$ cat src/rtl/haz_scoreboard.sv
// ---------------------------------------------------------------------------
// haz_scoreboard
//   Hazard unit that sits beside decode. Each architectural register has a
//   small countdown giving the number of cycles until its in-flight result
//   can be forwarded. Decode is stalled while a source operand is not yet
//   forwardable. Compare/branch ops resolve in decode and need the value one
//   cycle earlier than normal ops, which are forwarded into EX.
//
// Ports
//   i_clk, i_rst_n       clock (rising edge), async active-low reset
//   i_valid_0            decode holds a valid instruction
//   i_flush              kill the decode instruction this cycle
//   i_uses_a_0/_b_0      instruction reads source a / b
//   i_is_cmp_0           operands needed in decode (compare/branch)
//   i_is_write_0         instruction writes destination c
//   i_is_load_0          writer is a load (longer latency)
//   i_reg_*_select_0     source a, source b, destination c indices
//   o_nop                stall decode / inject bubble this cycle
//   o_busy               some register still has a result in flight
//   o_stall_cycles       saturating count of cycles with o_nop high
// ---------------------------------------------------------------------------
module haz_scoreboard #(
   parameter int REG_SELECT = 5,
   parameter int ALU_LAT    = 1,
   parameter int LOAD_LAT   = 2,
   parameter int CNT_W      = 16,
   parameter int ZERO_REG   = 1
) (
   input  logic                  i_clk,
   input  logic                  i_rst_n,
   input  logic                  i_valid_0,
   input  logic                  i_flush,
   input  logic                  i_uses_a_0,
   input  logic                  i_uses_b_0,
   input  logic                  i_is_cmp_0,
   input  logic                  i_is_write_0,
   input  logic                  i_is_load_0,
   input  logic [REG_SELECT-1:0] i_reg_a_select_0,
   input  logic [REG_SELECT-1:0] i_reg_b_select_0,
   input  logic [REG_SELECT-1:0] i_reg_c_select_0,
   output logic                  o_nop,
   output logic                  o_busy,
   output logic [CNT_W-1:0]      o_stall_cycles
);

   localparam int NREG = 2 ** REG_SELECT;
   localparam int CW   = $clog2(LOAD_LAT + 1);

   typedef logic [CW-1:0] cnt_t;

   cnt_t             r_cnt [NREG];
   logic [CNT_W-1:0] r_stallCycles;

   cnt_t w_slack;
   cnt_t w_cntA;
   cnt_t w_cntB;
   cnt_t w_loadVal;
   logic w_zeroA;
   logic w_zeroB;
   logic w_zeroC;
   logic w_blockA;
   logic w_blockB;
   logic w_nop;
   logic w_issue;
   logic w_write;
   logic w_busy;

   // A compare needs the value in decode itself, so it tolerates no
   // remaining latency; a normal op can still catch the forward into EX.
   assign w_slack   = i_is_cmp_0 ? '0 : cnt_t'(1);
   assign w_cntA    = r_cnt[i_reg_a_select_0];
   assign w_cntB    = r_cnt[i_reg_b_select_0];
   assign w_zeroA   = (ZERO_REG != 0) && (i_reg_a_select_0 == '0);
   assign w_zeroB   = (ZERO_REG != 0) && (i_reg_b_select_0 == '0);
   assign w_zeroC   = (ZERO_REG != 0) && (i_reg_c_select_0 == '0);
   assign w_blockA  = i_uses_a_0 && !w_zeroA && (w_cntA > w_slack);
   assign w_blockB  = i_uses_b_0 && !w_zeroB && (w_cntB > w_slack);

   // Blocking uses the current (pre-update) counts, so an instruction whose
   // source equals its destination waits on the older writer.
   assign w_nop     = i_valid_0 && !i_flush && (w_blockA || w_blockB);
   assign w_issue   = i_valid_0 && !i_flush && !w_nop;
   assign w_write   = w_issue && i_is_write_0 && !w_zeroC;
   assign w_loadVal = i_is_load_0 ? cnt_t'(LOAD_LAT) : cnt_t'(ALU_LAT);

   // Busy whenever any register still has a result in flight.
   always_comb begin
      w_busy = 1'b0;
      for (int r = 0; r < NREG; r++) begin
         if (r_cnt[r] != '0) begin
            w_busy = 1'b1;
         end
      end
   end

   // Counters tick down every cycle, including during stalls and flushes.
   // A newly issued writer reloads its destination, overriding the tick so
   // the newest latency wins on a write-after-write.
   always_ff @(posedge i_clk or negedge i_rst_n) begin
      if (!i_rst_n) begin
         for (int r = 0; r < NREG; r++) begin
            r_cnt[r] <= '0;
         end
      end else begin
         for (int r = 0; r < NREG; r++) begin
            if (w_write && (i_reg_c_select_0 == REG_SELECT'(r))) begin
               r_cnt[r] <= w_loadVal;
            end else if (r_cnt[r] != '0) begin
               r_cnt[r] <= r_cnt[r] - cnt_t'(1);
            end
         end
      end
   end

   // Stall-cycle counter sticks at all-ones rather than wrapping.
   always_ff @(posedge i_clk or negedge i_rst_n) begin
      if (!i_rst_n) begin
         r_stallCycles <= '0;
      end else if (w_nop && !(&r_stallCycles)) begin
         r_stallCycles <= r_stallCycles + CNT_W'(1);
      end
   end

   assign o_nop          = w_nop;
   assign o_busy         = w_busy;
   assign o_stall_cycles = r_stallCycles;

endmodule

$ cat config.mk
export PLATFORM = sky130hd
export DESIGN_NAME = haz_scoreboard
export DESIGN_NICKNAME = d
export VERILOG_FILES = /design/src/rtl/haz_scoreboard.sv
export SDC_FILE = /design/constraint.sdc
export NUM_CORES = 1
export LEC_CHECK = 0
export ABC_AREA = 1
export BUFFER_PORTS_ARGS = -buffer_cell sky130_fd_sc_hd__buf_2
export CORE_ASPECT_RATIO = 1.5
export CORE_MARGIN = 4
export CORE_UTILIZATION = 25
export DETAILED_ROUTE_END_ITERATION = 16
export GPL_TIMING_DRIVEN = 0
export PLACE_DENSITY = 0.38
export SLEW_MARGIN = 20
export SYNTH_ARGS = -nofsm -noshare
export SYNTH_HDL_FRONTEND = slang
export SYNTH_SLANG_ARGS = --single-unit
$ cat constraint.sdc
create_clock -name i_clk -period 5.2 [get_ports i_clk]
set_input_delay 0.26 -clock i_clk [delete_from_list [all_inputs] [get_ports i_clk]]
set_output_delay 0.26 -clock i_clk [all_outputs]
set_load 0.03 [all_outputs]
==> results of run 1 <==
kinds of logic (layout without fill, tap and decap cells):
kind of cell	count (synthesis)	count (layout)	synth area share [%]
simple gates	519	519	34.6
buf+inv	186	241	11.4
compound gates	121	121	9.57
flops	80	80	30.1
xor+xnor	46	46	6.05
fa+ha+maj	35	35	6.58
mux	10	10	1.69
cells in the mapped netlist, drive strengths merged:
library cell  number
clkbuf            15
inv              144
nand3            102
or4                2
or2               24
nand4             40
ha                35
nor2              99
a32o               1
o41ai              1
o211ai             1
xnor2              5
xor2              41
a21boi             1
mux2              10
buf               27
nand2            234
dfrtp             80
o31ai              1
o21ai             77
a31oi              1
nor4               1
or3                1
a21oi             36
nor3               6
o22ai              2
and2              10
worst max-delay path, cell delays in order:
cell      delay (ns)
buf_4           0.16
inv_2           0.09
buf_4           0.20
clkbuf_1        0.52
a21oi_1         0.15
o21ai_0         0.29
nand3_1         0.15
a32o_1          0.27
ha_1            0.26
or2_2           0.27
nand3_1         0.09
nand2_2         0.13
a21boi_4        0.33
buf_4           0.24
buf_2           0.21
power groups by stage:
stage          Clock (W)  Sequential (W)  Combinational, W
2_1_floorplan          0         0.00114           0.00144
3_5_place_dp           0         0.00124           0.00186
5_1_grt         0.000765         0.00127           0.00217
6_report        0.000714         0.00123           0.00184
3_3_place_gp           0         0.00125           0.00184
4_1_cts         0.000738         0.00123           0.00187
layer usage:
layer | share of wire (%) | global-route usage, % | wire length [um] | vias up
met1 | 40 | 19.7 | 10100 | 3070
met2 | 53 | 32.4 | 13400 | 134
met4 | 4.1 | 8.22 | 1030 | 0
met3 | 3.1 | 2.28 | 788 | 52
li1 | - | - | - | 3306
met5 | 0 | 0 | 0 | -
stage by stage:
stage,hold slack (ns),std cells,worst slack (ns),cell area (um2),total power (W)
2_1_floorplan,-0.0356,997,2.32,6660,0.00258
3_3_place_gp,0.527,1367,1.29,7260,0.00309
3_5_place_dp,0.162,1368,1.32,7290,0.00310
4_1_cts,0.257,1385,1.31,7610,0.00384
5_1_grt,0.284,1385,1.11,7610,0.00421
6_report,0.255,1385,1.30,7610,0.00379
final cells by class:
| cell class | count | area share [%] |
|---|---|---|
| Multi-Input combinational cell | 731 | 51.1 |
| Buffer | 42 | 2.88 |
| Clock buffer | 11 | 3.06 |
| Sequential cell | 80 | 26.3 |
| Inverter | 144 | 7.10 |
| Tap cell | 333 | 5.47 |
| Timing Repair Buffer | 39 | 3.01 |
| Clock inverter | 5 | 1.07 |
flip-flops by register name, indices dropped and copies added, names as in the netlist:
| register | cells |
|---|---|
| r_cnt | 64 |
| o_stall_cycles | 16 |
worst paths after layout:
path	slack, ns	cells past startpoint	to
max	1.30	15	o_nop
min	0.26	4	r_cnt[0]
max reg2reg	2.18	15	r_cnt[58]
min reg2reg	0.54	2	o_stall_cycles[7]
max in group asynchronous	4.26	3	r_cnt[47]
min in group asynchronous	0.33	2	r_cnt[30]
what timing repair did:
| action | 4_1_cts | 5_1_grt |
|---|---|---|
| endpoints found under the hold margin | 26 | 0 |
| resized for setup | 0 | 0 |
| hold buffers | 1 | 0 |
==> impl_metrics.env, run 1 <==
export IMPL_hold_viol_final=0
export IMPL_yosysTopAreaCell="dfrtp_1"
export IMPL_synth_nets=1056
export IMPL_path_clk_slew_ns=0.07
export IMPL_num_io_pins=42
export IMPL_worstHoldPathType="in2reg"
export IMPL_setup_tns_ns=0
export IMPL_start_kind="input pin"
export IMPL_finalCritPeriodShare_pct=75.0
export IMPL_setup_violations=0
export IMPL_worstSetupStartpoint="i_reg_b_select_0[0]"
export IMPL_drtPass1Iterations=5
export IMPL_synth_area_leaders="dfrtp_1, nand2_1, inv_1"
export IMPL_syn_to_final_growth_pct=14.4
export IMPL_drive_gt1_share_pct=11.4
export IMPL_synth_area_per_cell_um2=6.68
export IMPL_post_route_util_pct=29.2
export IMPL_fp_dieH_um=208
export IMPL_max_cap_violations=0
export IMPL_ir_worst_vdd_v=0.000177
export IMPL_grtUsageTotal_pct=17.6
export IMPL_dp_hpwl_mm=20.1
export IMPL_slew_viol_final=0
export IMPL_final_cell_mix="nand2_1, inv_1, nand3_1"
export IMPL_io_buffers=37
export IMPL_grt_start_max_net_pins=55
export IMPL_htreeDepth=3
export IMPL_p_int_w=0.00218
export IMPL_clockBufferDepth=2
export IMPL_seqCellArea_mm2=0.00200
export IMPL_sw_frac_of_total_pct=42.4
export IMPL_tightest_slew_ns=0.706
export IMPL_power_switching_w=0.00161
export IMPL_rr_startpoint="r_cnt[56]"
export IMPL_post_cts_buffers=0
export IMPL_synth_seq_cells=80
export IMPL_min_from="i_is_load_0"
export IMPL_worstSetupPathType="in2out"
export IMPL_via_per_inst=4.74
export IMPL_ys_warn_count=0
export IMPL_antenna_found_initial=0
export IMPL_seq_power_share_pct=32.5
export IMPL_pwr_share_comb_pct=48.7
export IMPL_ant_nets=0
export IMPL_max_freq_mhz=257
export IMPL_final_nets=1106
export IMPL_initial_core_util_pct=25.6
export IMPL_yosysSeqAreaShare_pct=30.1
export IMPL_syn_area_mm2=0.00666
export IMPL_crit_required_ns=4.94
export IMPL_cts_tree="built"
export IMPL_place_congestion=0.911
export IMPL_grt_pass1_vias=6742
export IMPL_drc=0
export IMPL_initialDrtViolationCount=442
export IMPL_multi_input_area_mm2=0.00389
export IMPL_fillers=2955
export IMPL_status="finished, final reports clean"
export IMPL_grt_pass1_wl_mm=39.2
export IMPL_cts_made_buffers=9
export IMPL_cp_arrival_ns=3.64
export IMPL_rsz0062_at_grt="false"
export IMPL_diodes=0
export IMPL_root_buffer="clkbuf_16"
export IMPL_end_kind="output port"
export IMPL_die_width_um=141
export IMPL_power_leakage_nw=3.63
export IMPL_skew_ns=0.0100
export IMPL_core_area_mm2=0.0260
export IMPL_vias=6562
export IMPL_final_common_cell="nand2_1"
export IMPL_clkPwrFrac_pct=18.9
export IMPL_fin_crit_ns=3.90
export IMPL_drt_wl_total_mm=25.3
export IMPL_syn_inst=997
export IMPL_die_area_mm2=0.0293
export IMPL_overflow=0
export IMPL_synth_top_area_share_pct=30.1
export IMPL_routedWlPerCell_um=18.2
export IMPL_synth_cell_types=34
export IMPL_relSlewSlack_pct=52.9
export IMPL_clk_latency_ns=0.36
export IMPL_num_rows=72
export IMPL_clock_sinks=80
export IMPL_critPathMaxFanout=10
export IMPL_cellPowerDensity_mw_per_mm2=497
No activity file was read; power rests on OpenSTA's default activity.
==> run 2: changes to the inputs <==
--- a/config.mk
+++ b/config.mk
@@ -12,7 +12,7 @@
 export CORE_UTILIZATION = 25
 export DETAILED_ROUTE_END_ITERATION = 16
 export GPL_TIMING_DRIVEN = 0
-export PLACE_DENSITY = 0.38
+export PLACE_DENSITY = 0.39
 export SLEW_MARGIN = 20
 export SYNTH_ARGS = -nofsm -noshare
 export SYNTH_HDL_FRONTEND = slang
==> constraint.sdc (replaced) <==
create_clock -name i_clk -period 3.4 [get_ports i_clk]
set_input_delay 0.17 -clock i_clk [delete_from_list [all_inputs] [get_ports i_clk]]
set_output_delay 0.17 -clock i_clk [all_outputs]
set_load 0.03 [all_outputs]
==> impl_metrics.env, run 2 (synthesis gave the netlist of run 1 again) <==
export IMPL_crit_path_frequent_cell="buf_4"
export IMPL_initialDrtViolationCount=361
export IMPL_cp_arrival_ns=3.06
export IMPL_slew_viol_final=0
export IMPL_worstHoldPathType="in2reg"
export IMPL_overflow=0
export IMPL_reg2reg_slack_ns=0.46
export IMPL_crit_required_ns=3.23
export IMPL_rr_endpoint="o_stall_cycles[14]"
export IMPL_final_cell_mix="nand2_1, inv_1, nand3_1"
export IMPL_io_buffers=37
export IMPL_setup_tns_ns=0
export IMPL_drtPass1Iterations=6
export IMPL_fillers=2941
export IMPL_final_common_cell="nand2_1"
export IMPL_timing_critical_path_to="o_nop"
export IMPL_status="finished, final reports clean"
export IMPL_drive_gt1_share_pct=12.2
export IMPL_postPlaceCellArea_mm2=0.00729
export IMPL_root_buffer="clkbuf_16"
export IMPL_rsz0062_at_grt="false"
export IMPL_final_nets=1106
export IMPL_cp_num_cells=16
export IMPL_max_cap_violations=0
export IMPL_slowest_stage="o21ai_0"
export IMPL_hold_viol_final=0
export IMPL_dp_hpwl_mm=20.0
export IMPL_relSlewSlack_pct=55.9
export IMPL_power_leakage_nw=3.65
export IMPL_grt_pass1_wl_mm=38.2
export IMPL_diodes=0
export IMPL_grtUsageTotal_pct=17.1
export IMPL_end_kind="output port"
export IMPL_htreeDepth=3
export IMPL_fp_dieH_um=208
export IMPL_clockBufferDepth=2
export IMPL_place_congestion=0.934
export IMPL_critPathTopFamily="compound AO/OA/AOI/OAI gates"
export IMPL_syn_to_final_growth_pct=14.5
export IMPL_cts_tree="built"
export IMPL_setup_violations=0
export IMPL_path_clk_slew_ns=0.07
export IMPL_clock_sinks=80
export IMPL_clk_latency_ns=0.36
export IMPL_fin_crit_ns=3.23
export IMPL_cts_made_buffers=9
export IMPL_regMostFlops="r_cnt"
export IMPL_core_area_mm2=0.0260
export IMPL_start_kind="input pin"
export IMPL_finalCritPeriodShare_pct=94.9
export IMPL_worst_hold_slack_ns=0.211
export IMPL_tightest_slew_ns=0.661
export IMPL_path_buf_inv=6
export IMPL_largest_register_ffs=64
export IMPL_max_freq_mhz=310
export IMPL_drt_wl_total_mm=24.8
export IMPL_worstSetupStartpoint="i_reg_b_select_0[0]"
export IMPL_routedWlPerCell_um=17.9
export IMPL_worstSetupPathType="in2out"
export IMPL_crit_chain="buf_4 -> inv_2 -> buf_4 -> clkbuf_2 -> o21ai_0 -> a21oi_1 -> o21ai_0 -> a31oi_1 -> a32o_1 -> ha_1 -> or2_2 -> nand3_1 -> nand2_2 -> a21boi_4 -> buf_4 -> buf_2"
export IMPL_num_rows=72
export IMPL_die_area_mm2=0.0293
export IMPL_num_io_pins=42
export IMPL_grt_pass1_vias=6564
export IMPL_via_per_inst=4.66
export IMPL_critPathMaxFanout=10
export IMPL_die_width_um=141
export IMPL_skew_ns=0.0127
export IMPL_cellPowerDensity_mw_per_mm2=753
export IMPL_ant_nets=0
export IMPL_reg2regPathDepth=16
export IMPL_initial_core_util_pct=25.6
export IMPL_max_stage_delay_ns=0.30
export IMPL_vias=6451
export IMPL_rr_startpoint="r_cnt[4]"
export IMPL_antenna_found_initial=1
export IMPL_drc=0
export IMPL_final_area_mm2=0.00762
export IMPL_ir_worst_vdd_v=0.000316
export IMPL_grt_start_max_net_pins=53
-- run 2: cell count changes in the layout (fill, tap and decap cells not counted), sizes merged --
cell | before | now
buf | 65 | 66
bufinv | 2 | 1
clkinv | 2 | 4
clkbuf | 26 | 24
-- run 2: worst min path at each step --
stage / from / end / cells past startpoint
after global placement: o_stall_cycles[1] / o_stall_cycles[1] / 2
after CTS: i_is_load_0 / r_cnt[0] / 4
after floorplan: i_rst_n / o_stall_cycles[0] / 0
after detailed placement: i_rst_n / r_cnt[2] / 1
after global routing: i_is_load_0 / r_cnt[0] / 4
final: i_is_load_0 / r_cnt[0] / 4
-- run 2: layer usage --
| layer | GRT usage [%] | up-vias | share of wire, % |
|---|---|---|---|
| met5 | 0 | - | 0.048 |
| met4 | 6.52 | 2 | 3.0 |
| met3 | 2.33 | 43 | 3.2 |
| met2 | 31.8 | 140 | 53 |
| met1 | 19.4 | 2957 | 41 |
| li1 | - | 3309 | - |
-- run 2: stage by stage --
stage          setup WS [ns]  cells  total power (W)  utilization (%)
2_1_floorplan          0.652    997          0.00394                -
3_3_place_gp          -0.229   1367          0.00470             27.9
3_5_place_dp          -0.229   1368          0.00472             28.0
4_1_cts               0.0571   1385          0.00582             29.3
5_1_grt               0.0361   1385          0.00635             29.3
6_report               0.174   1385          0.00574             29.3
-- run 2: worst min-delay path, delay by kind of cell --
kind	cells	cell delay (ns)
AO/OA/AOI/OAI	1	0.08
buffers and inverters	2	0.17
AND/OR/NAND/NOR	1	0.10
-- run 2: what timing repair did --
action                                 CTS  global route
setup endpoints to repair                1             1
buffers inserted                         1             0
pin swaps                                1             0
hold buffers                             1             0
endpoints found under the hold margin   28             0
gates resized for setup                  4             6
-- run 2: area by class of cell --
cell class                 instances  area, um2  share of cell area (%)
sequential                        80       2000                    26.3
clock inverter                     6       68.8                   0.903
inverter                         144        541                    7.09
clock buffer                      10        239                    3.14
buffer                            41        221                    2.91
timing repair buffer              40        236                    3.10
tap                              333        417                    5.47
multi-input combinational        731       3890                    51.1
-- run 2: power by group --
part | internal, W | total [W] | switching (W)
clock network | 0.000593 | 0.00106 | 0.000463
logic | 0.00129 | 0.00281 | 0.00152
registers | 0.00140 | 0.00188 | 0.000476
==> run 3: changes to the inputs <==
--- a/config.mk
+++ b/config.mk
@@ -6,13 +6,15 @@
 export NUM_CORES = 1
 export LEC_CHECK = 0
 export ABC_AREA = 1
-export BUFFER_PORTS_ARGS = -buffer_cell sky130_fd_sc_hd__buf_2
 export CORE_ASPECT_RATIO = 1.5
 export CORE_MARGIN = 4
 export CORE_UTILIZATION = 25
+export CTS_BUF_LIST = sky130_fd_sc_hd__clkbuf_8 sky130_fd_sc_hd__clkbuf_16
 export DETAILED_ROUTE_END_ITERATION = 16
+export DONT_BUFFER_PORTS = 1
 export GPL_TIMING_DRIVEN = 0
-export PLACE_DENSITY = 0.39
+export PLACE_DENSITY = 0.38
+export SKIP_CTS_REPAIR_TIMING = 1
 export SLEW_MARGIN = 20
 export SYNTH_ARGS = -nofsm -noshare
 export SYNTH_HDL_FRONTEND = slang
==> impl_metrics.env, run 3 (synthesis gave the netlist of run 1 again) <==
export IMPL_reg2regPathDepth=16
export IMPL_setup_tns_ns=0
export IMPL_num_rows=72
export IMPL_grt_util_met1_pct=19.2
export IMPL_power_leakage_nw=3.50
export IMPL_overflow=0
export IMPL_setup_violations=0
export IMPL_root_buffer="clkbuf_16"
export IMPL_drt_wl_total_mm=25.1
export IMPL_die_width_um=141
export IMPL_initialDrtViolationCount=380
export IMPL_cp_num_cells=15
export IMPL_rr_startpoint="r_cnt[32]"
export IMPL_slew_viol_final=0
export IMPL_clockBufferDepth=2
export IMPL_final_common_cell="nand2_1"
export IMPL_path_clk_slew_ns=0.07
export IMPL_grt_pass1_vias=6459
export IMPL_skew_ns=0.00893
export IMPL_grt_start_max_net_pins=81
export IMPL_worstSetupPathType="in2out"
export IMPL_cts_tree="built"
export IMPL_grtUsageTotal_pct=17.4
export IMPL_reg2reg_slack_ns=0.37
export IMPL_status="finished, final reports clean"
export IMPL_fp_dieH_um=208
export IMPL_finalCritPeriodShare_pct=95.7
export IMPL_grt_util_met3_pct=3.76
export IMPL_min_from="i_is_load_0"
export IMPL_worstHoldPathType="in2reg"
export IMPL_drtPass1Iterations=5
export IMPL_postPlaceCellArea_mm2=0.00707
export IMPL_grt_pass1_wl_mm=38.5
export IMPL_cellPowerDensity_mw_per_mm2=785
export IMPL_max_cap_violations=0
export IMPL_vias=6398
export IMPL_rsz0062_at_grt="false"
export IMPL_hold_viol_final=0
export IMPL_dp_cells=1330
export IMPL_met2_usage_pct=31.4
export IMPL_seqCellArea_mm2=0.00200
export IMPL_routedWlPerCell_um=18.6
export IMPL_power_switching_w=0.00245
export IMPL_critPathTopFamily="compound AO/OA/AOI/OAI gates"
export IMPL_fin_crit_ns=3.25
export IMPL_ant_nets=0
export IMPL_crit_path_frequent_cell="buf_4"
export IMPL_path_buf_inv=5
export IMPL_sw_frac_of_total_pct=41.7
export IMPL_die_area_mm2=0.0293
export IMPL_fillers=2873
export IMPL_num_io_pins=42
export IMPL_drc=0
export IMPL_instances_no_fill=1349
export IMPL_crit_required_ns=3.23
export IMPL_drive_gt1_share_pct=8.76
export IMPL_worstHoldEndpoint="r_cnt[0]"
export IMPL_place_congestion=0.902
export IMPL_clkPwrFrac_pct=20.8
export IMPL_cts_made_buffers=9
export IMPL_dp_hpwl_mm=19.6
export IMPL_min_path_cells=3
export IMPL_seq_power_share_pct=32.6
export IMPL_slowest_stage="clkbuf_1"
export IMPL_multi_input_area_mm2=0.00389
export IMPL_clock_sinks=80
export IMPL_relSlewSlack_pct=55.2
export IMPL_initial_core_util_pct=25.6
export IMPL_crit_chain="buf_4 -> inv_2 -> buf_4 -> clkbuf_1 -> o21ai_0 -> a21oi_1 -> o21ai_0 -> nand3_1 -> a32o_1 -> ha_1 -> or2_2 -> nand3_1 -> nand2_2 -> a21boi_4 -> buf_4"
export IMPL_end_kind="output port"
export IMPL_tightest_slew_ns=0.672
export IMPL_ir_worst_vdd_v=0.000325
export IMPL_clk_latency_ns=0.37
export IMPL_max_stage_delay_ns=0.28
export IMPL_largest_register_ffs=64
export IMPL_final_nets=1070
export IMPL_cp_arrival_ns=3.08
export IMPL_critPathMaxFanout=10
export IMPL_io_buffers=0
export IMPL_antenna_found_initial=0
export IMPL_start_kind="input pin"
export IMPL_worst_hold_slack_ns=0.0814
export IMPL_final_area_mm2=0.00748
export IMPL_pwr_share_comb_pct=46.5
export IMPL_rr_endpoint="o_stall_cycles[12]"
export IMPL_core_area_mm2=0.0260
export IMPL_max_freq_mhz=307
export IMPL_regMostFlops="r_cnt"
export IMPL_syn_to_final_growth_pct=12.3
export IMPL_diodes=0
export IMPL_p_total_w=0.00587
export IMPL_p_int_w=0.00342
export IMPL_final_cell_mix="nand2_1, inv_1, nand3_1"
export IMPL_via_per_inst=4.74
export IMPL_htreeDepth=3
export IMPL_grt_most_used_layer="met2"
[run 3: cell count changes in the layout (fill, tap and decap cells not counted), sizes merged]
cell    change
bufinv      +2
clkinv      -3
buf        -37
clkbuf      +2
[run 3: routing by layer]
| metal | vias up | wire [um] | part of all wire (%) |
|---|---|---|---|
| met1 | 2947 | 9900 | 39 |
| li1 | 3229 | - | - |
| met5 | - | 0 | 0 |
| met4 | 0 | 995 | 4.0 |
| met2 | 164 | 13000 | 52 |
| met3 | 58 | 1200 | 4.8 |
[run 3: how the worst max path moves through the flow]
stage | start | to | slack, ns
6_report | i_reg_b_select_0[0] | o_nop | 0.15
5_1_grt | i_reg_b_select_0[0] | o_nop | 0.01
4_1_cts | i_reg_b_select_0[0] | o_nop | -0.16
3_5_place_dp | i_reg_b_select_0[0] | o_stall_cycles[10] | -0.26
3_3_place_gp | i_reg_b_select_0[0] | o_stall_cycles[15] | -0.24
2_1_floorplan | i_reg_b_select_0[0] | o_stall_cycles[10] | 0.65
[run 3: per-stage QoR]
step                      util [%]  worst slack [ns]
final                         28.7             0.146
after global routing          28.7            0.0144
after CTS                     28.5            -0.164
after detailed placement      27.2            -0.256
after global placement        27.2            -0.243
after floorplan                  -             0.652
[run 3: power groups by stage]
stage,clock network (W),logic [W],registers [W]
after floorplan,0,0.00220,0.00174
after global placement,0,0.00270,0.00194
after detailed placement,0,0.00271,0.00193
after CTS,0.00125,0.00274,0.00192
after global routing,0.00128,0.00322,0.00198
final,0.00122,0.00273,0.00192
[run 3: area by class of cell]
type | count | share of cell area [%]
flip-flops and latches | 80 | 26.8
plain buffers | 42 | 2.98
clock buffers | 11 | 3.38
well taps | 333 | 5.57
inverters | 144 | 7.23
multi-input cells | 731 | 52.1
clock inverters | 5 | 1.37
repair buffers | 3 | 0.603
[run 3: worst reg2reg max path, stage by stage (launching register included)]
cell,delay (ns)
dfrtp_1,0.41
inv_1,0.09
o21ai_0,0.16
a21oi_1,0.06
o21ai_0,0.25
nand3_1,0.13
a32o_1,0.27
ha_1,0.26
or2_2,0.27
nand3_1,0.10
nand2_2,0.14
a21boi_4,0.23
buf_4,0.19
nand2_4,0.09
buf_6,0.18
nand2_1,0.06
nand2_1,0.05
